[src/rtl/random_32_check.sv]
// Receiving-end checker for a 32-bit LFSR word stream: self-synchronises,
// predicts each next word, reports lock/mismatches and keeps saturating stats.
module random_32_check #(
    parameter int LOCK_WORDS = 2,
    parameter int LOSS_ERRS  = 3,
    parameter int CNT_W      = 16
) (
    input  logic             rand_clk,
    input  logic             Reset,
    input  logic             in_valid,
    input  logic [31:0]      in_value,
    input  logic             clear_stats,
    output logic             locked,
    output logic             error,
    output logic [CNT_W-1:0] err_count,
    output logic [CNT_W-1:0] word_count
);

    typedef enum logic [1:0] {
        SEARCH = 2'd0,
        VERIFY = 2'd1,
        LOCKED = 2'd2
    } state_t;

    localparam logic [31:0] LOCKUP_WORD = 32'hFFFF_FFFF;
    localparam logic [3:0]  LOCK_TGT    = 4'(LOCK_WORDS);
    localparam logic [3:0]  LOSS_TGT    = 4'(LOSS_ERRS);

    function automatic logic [31:0] lfsrNext(input logic [31:0] v);
        return {v[30:0], ~(v[31] ^ v[21] ^ v[1] ^ v[0])};
    endfunction

    state_t           state_q, state_d;
    logic [31:0]      pred_q, pred_d;
    logic [3:0]       goodRun_q, goodRun_d;
    logic [3:0]       badRun_q, badRun_d;
    logic             error_q, error_d;
    logic [CNT_W-1:0] errCnt_q, errCnt_d;
    logic [CNT_W-1:0] wordCnt_q, wordCnt_d;
    logic             isMatch;

    assign isMatch = (in_value == pred_q);

    always_ff @(posedge rand_clk or posedge Reset) begin
        if (Reset) begin
            state_q   <= SEARCH;
            pred_q    <= '0;
            goodRun_q <= '0;
            badRun_q  <= '0;
            error_q   <= 1'b0;
            errCnt_q  <= '0;
            wordCnt_q <= '0;
        end else begin
            state_q   <= state_d;
            pred_q    <= pred_d;
            goodRun_q <= goodRun_d;
            badRun_q  <= badRun_d;
            error_q   <= error_d;
            errCnt_q  <= errCnt_d;
            wordCnt_q <= wordCnt_d;
        end
    end

    always_comb begin
        state_d   = state_q;
        pred_d    = pred_q;
        goodRun_d = goodRun_q;
        badRun_d  = badRun_q;
        error_d   = 1'b0;
        errCnt_d  = errCnt_q;
        wordCnt_d = wordCnt_q;

        if (in_valid) begin
            unique case (state_q)
                SEARCH: begin
                    if (in_value != LOCKUP_WORD) begin
                        pred_d    = lfsrNext(in_value);
                        goodRun_d = '0;
                        state_d   = VERIFY;
                    end
                end
                VERIFY: begin
                    if (isMatch) begin
                        pred_d    = lfsrNext(pred_q);
                        goodRun_d = goodRun_q + 4'd1;
                        if ((goodRun_q + 4'd1) == LOCK_TGT) begin
                            state_d  = LOCKED;
                            badRun_d = '0;
                        end
                    end else if (in_value == LOCKUP_WORD) begin
                        goodRun_d = '0;
                        state_d   = SEARCH;
                    end else begin
                        pred_d    = lfsrNext(in_value);
                        goodRun_d = '0;
                    end
                end
                LOCKED: begin
                    // The predictor freewheels on mismatches so a single corrupted
                    // word does not throw away synchronisation.
                    pred_d = lfsrNext(pred_q);
                    if (wordCnt_q != '1) begin
                        wordCnt_d = wordCnt_q + CNT_W'(1);
                    end
                    if (isMatch) begin
                        badRun_d = '0;
                    end else begin
                        error_d = 1'b1;
                        if (errCnt_q != '1) begin
                            errCnt_d = errCnt_q + CNT_W'(1);
                        end
                        if ((badRun_q + 4'd1) == LOSS_TGT) begin
                            badRun_d = '0;
                            state_d  = SEARCH;
                        end else begin
                            badRun_d = badRun_q + 4'd1;
                        end
                    end
                end
                default: state_d = SEARCH;
            endcase
        end

        if (clear_stats) begin
            errCnt_d  = '0;
            wordCnt_d = '0;
        end
    end

    assign locked     = (state_q == LOCKED);
    assign error      = error_q;
    assign err_count  = errCnt_q;
    assign word_count = wordCnt_q;

endmodule

[config.mk]
export PLATFORM = sky130hd
export DESIGN_NAME = random_32_check
export DESIGN_NICKNAME = d
export VERILOG_FILES = /design/src/rtl/random_32_check.sv
export SDC_FILE = /design/constraint.sdc
export NUM_CORES = 1
export LEC_CHECK = 0
export CORE_ASPECT_RATIO = 1.5
export CORE_MARGIN = 3
export CORE_UTILIZATION = 35
export CTS_BUF_LIST = sky130_fd_sc_hd__clkbuf_8
export DETAILED_ROUTE_END_ITERATION = 16
export PLACE_DENSITY = 0.57
export SLEW_MARGIN = 15
export SYNTH_ARGS = -nofsm -noshare
export SYNTH_HDL_FRONTEND = slang
export SYNTH_SLANG_ARGS = --single-unit
export TNS_END_PERCENT = 1
[constraint.sdc]
create_clock -name rand_clk -period 3.3 [get_ports rand_clk]
set_input_delay 0.495 -clock rand_clk [delete_from_list [all_inputs] [get_ports rand_clk]]
set_output_delay 0.495 -clock rand_clk [all_outputs]
set_load 0.01 [all_outputs]
==> impl_metrics.json <==
{
  "status": "finished, final reports clean",
  "seq_area_frac_synth_pct": 37.1,
  "timing.fmax_mhz": 362,
  "cts_root_buf": "clkbuf_8",
  "cp_common_cell": "buf_4",
  "ys_ff_latch": 75,
  "rsz0062_at_grt": "false",
  "critical_path_peak_fanout": 20,
  "drtAntennaViolNets": 0,
  "vias_per_cell": 5.71,
  "max_cap_viol_count": 0,
  "synth-edff-count": 0,
  "fin_util_pct": 44.4,
  "synthDistinctLibCells": 57,
  "synth_cells": 553,
  "wl_per_cell_um": 17.3,
  "p_leak_uw": 0.00244,
  "max_stage_delay_ns": 0.53,
  "required_ns": 3.54,
  "p_switching_uw": 1420,
  "fin_area_um2": 6250,
  "ios": 70,
  "cp-start-kind": "primary input",
  "postCtsHoldBufs": 0,
  "cts_resized": 0,
  "h-tree-depth": 3,
  "routed.top_layer": "met4",
  "crit_path_cell_trace": "clkdlybuf4s50_1 -> xor2_1 -> nor4_1 -> buf_4 -> and4_1 -> a211o_1 -> and2_1 -> buf_4 -> mux2_4",
  "n_antenna_cell": 0,
  "post_cts_buffers": 0,
  "drc": 0,
  "finalWirelength_mm": 14.1,
  "drtIter0Drc": 276,
  "die_h_um": 153,
  "ys_warn_count": 0,
  "antenna_found_initial": 0,
  "synth_ff_type": "dfrtp_1",
  "grt_pass1_vias": 4599,
  "async_reset_ff_share_pct": 100,
  "dp_hpwl_mm": 9.96,
  "fin_crit_sh_pct": 83.6,
  "p_per_area_nw_per_um2": 591,
  "clockPowerShare_pct": 22.5,
  "maxSlewViolCount": 0,
  "power_uw": 3690,
  "syn_area_per_cell_um2": 9.15,
  "clock-sinks": 75,
  "tns_ns": 0,
  "fin_crit_ns": 2.76,
  "gp_congestion": 0.893,
  "synth_nets": 598,
  "hold_viol_final": 0,
  "cts_tree": "done",
  "cts_buffers": 9,
  "wl_met1_mm": 6.00,
  "power_frac_comb_pct": 39.0,
  "postPlaceCellArea_um2": 6010,
  "setup_violations": 0,
  "fin_nets": 661,
  "clk_pin_slew_ns": 0.09,
  "worstMarginPinSlew_ns": 0.690,
  "wl_met2_mm": 7.18,
  "rows": 53,
  "overflow": 0,
  "hold_path_class": "primary input to async pin",
  "power_frac_seq_pct": 38.5,
  "grt_util_all_layers_pct": 17.6,
  "die_area_um2": 16000,
  "vdd_drop_max_uv": 271,
  "vias": 4640,
  "cts.path.max_buffers": 2,
  "core_um2": 14100,
  "initial_utilization_pct": 36.0,
  "skew_ns": 0.0128,
  "crit_type": "primary input to register",
  "wl_met3_um": 517,
  "syn_to_final_growth_pct": 23.4,
  "setup.worst_path.end_class": "register",
  "syn_area_um2": 5060,
  "drtPass1Iterations": 5,
  "io_buffers": 69,
  "p_sw_share_pct": 38.5,
  "grt_pass1_wl_mm": 23.3,
  "internal-power_uw": 2270,
  "grt_max_degree": 62,
  "clk-insertion-delay-late_ns": 0.35,
  "drive_gt1_share_pct": 11.6,
  "slew_headroom_pct": 54.0,
  "die_width_um": 104,
  "critPathSlowestCell": "clkdlybuf4s50_1",
  "crit_arrival_ns": 3.00
}
synthesized netlist by cell type (all sizes together), types with 9 or more instances:
| master | n | area (µm²) |
|---|---|---|
| dfrtp | 75 | 1880 |
| xor2 | 43 | 377 |
| nand2 | 36 | 135 |
| nand3 | 35 | 175 |
| o211ai | 32 | 240 |
| a21oi | 28 | 140 |
| o21ai | 28 | 144 |
| nor2 | 27 | 104 |
| clkbuf | 24 | 90.1 |
| and3 | 22 | 138 |
| mux2 | 22 | 297 |
| a31oi | 18 | 113 |
| a22oi | 17 | 128 |
| nand4 | 17 | 106 |
| nor4 | 15 | 115 |
| inv | 14 | 52.6 |
| buf | 13 | 98.9 |
| ha | 9 | 113 |
| xnor2 | 9 | 78.8 |
path summary, 6_finish.rpt:
path / start / end / slack, ns / cells after the start
setup / recovery: in_value[21] / pred_q[1]$_DFFE_PP0P_ / 0.54 / 9
hold / removal: Reset / err_count[0]$_DFFE_PP0P_ / 0.41 / 2
setup reg to reg: pred_q[21]$_DFFE_PP0P_ / pred_q[1]$_DFFE_PP0P_ / 0.75 / 8
hold reg to reg: err_count[15]$_DFFE_PP0P_ / err_count[15]$_DFFE_PP0P_ / 0.54 / 1
max in group asynchronous: Reset / badRun_q[2]$_DFFE_PP0P_ / 2.24 / 3
min in group rand_clk: err_count[15]$_DFFE_PP0P_ / err_count[15]$_DFFE_PP0P_ / 0.54 / 1
per-stage QoR:
stage,hold slack [ns],instances,setup slack (ns)
global placement,0.523,797,0.271
detailed placement,0.527,797,0.251
global route,0.429,813,0.474
finish,0.412,813,0.540
CTS,0.404,813,0.622
floorplan,0.504,553,0.895
cells by family after synthesis:
kind of cell / after synthesis / share of synthesized area, %
AND/OR/NAND/NOR: 187 / 20.0
AO/OA/AOI/OAI: 154 / 20.4
adder cells (fa/ha/maj): 9 / 2.23
flip-flops: 75 / 37.1
buffers and inverters: 51 / 4.77
XOR/XNOR: 52 / 9.00
multiplexers: 25 / 6.45
cell usage in the layout, fill, tap and decap left out, types with 3 or more instances in the layout:
| master | synthesis | final |
|---|---|---|
| dfrtp_1 | 75 | 75 |
| clkdlybuf4s50_1 | 0 | 69 |
| xor2_1 | 43 | 43 |
| nand2_1 | 36 | 36 |
| nand3_1 | 35 | 35 |
| o211ai_1 | 32 | 32 |
| a21oi_1 | 28 | 28 |
| o21ai_0 | 27 | 27 |
| nor2_1 | 26 | 26 |
| and3_1 | 22 | 22 |
| a31oi_1 | 18 | 18 |
| nand4_1 | 17 | 17 |
| a22oi_1 | 17 | 17 |
| buf_4 | 1 | 16 |
| nor4_1 | 13 | 13 |
| inv_1 | 14 | 13 |
| mux2_4 | 13 | 13 |
| clkbuf_8 | 0 | 10 |
| mux2_2 | 9 | 9 |
| xnor2_1 | 9 | 9 |
| ha_1 | 9 | 9 |
| and2_1 | 6 | 6 |
| and4_1 | 6 | 6 |
| nor2b_1 | 5 | 5 |
| o41ai_1 | 5 | 5 |
| or4_1 | 4 | 4 |
| o311ai_0 | 4 | 4 |
| nor3_1 | 5 | 4 |
| or3_1 | 4 | 4 |
| buf_12 | 1 | 4 |
| o31ai_1 | 3 | 3 |
| mux2i_1 | 3 | 3 |
| a22o_1 | 3 | 3 |
power by group through the flow:
stage               clock network, µW  registers (µW)  logic, µW
floorplan                           0            1360       1080
global placement                    0            1430       1420
detailed placement                  0            1430       1440
CTS                               858            1410       1440
global route                      892            1450       1580
finish                            830            1420       1440
cell type report:
class | instances | area [µm²]
Clock buffer | 10 | 138
Clock inverter | 6 | 95.1
Fill cell | 1392 | 7810
Inverter | 14 | 52.6
Multi-Input combinational cell | 427 | 2950
Sequential cell | 75 | 1880
Tap cell | 192 | 240
Timing Repair Buffer | 89 | 891
metal layers:
layer / vias to the layer above / GRT usage, %
met5: - / 0
met4: 0 / 7.22
met3: 24 / 2.28
met2: 129 / 31.0
met1: 2289 / 21.7
li1: 2198 / -
flip-flops by register name (all words and copies together), names as in the netlist:
name and flops:
err_count 16, error 1, pred_q 32, goodRun_q 4
badRun_q 4, state_q 2, word_count 16
critical path, delay by kind of cell:
kind | cells | cell delay, ns
AOI/OAI and AO/OA | 1 | 0.16
and+or+nand+nor | 3 | 0.80
xor gates and xnor gates | 1 | 0.19
muxes | 1 | 0.32
buffers and inverters | 3 | 1.01
(Power assumes the default switching activity.)
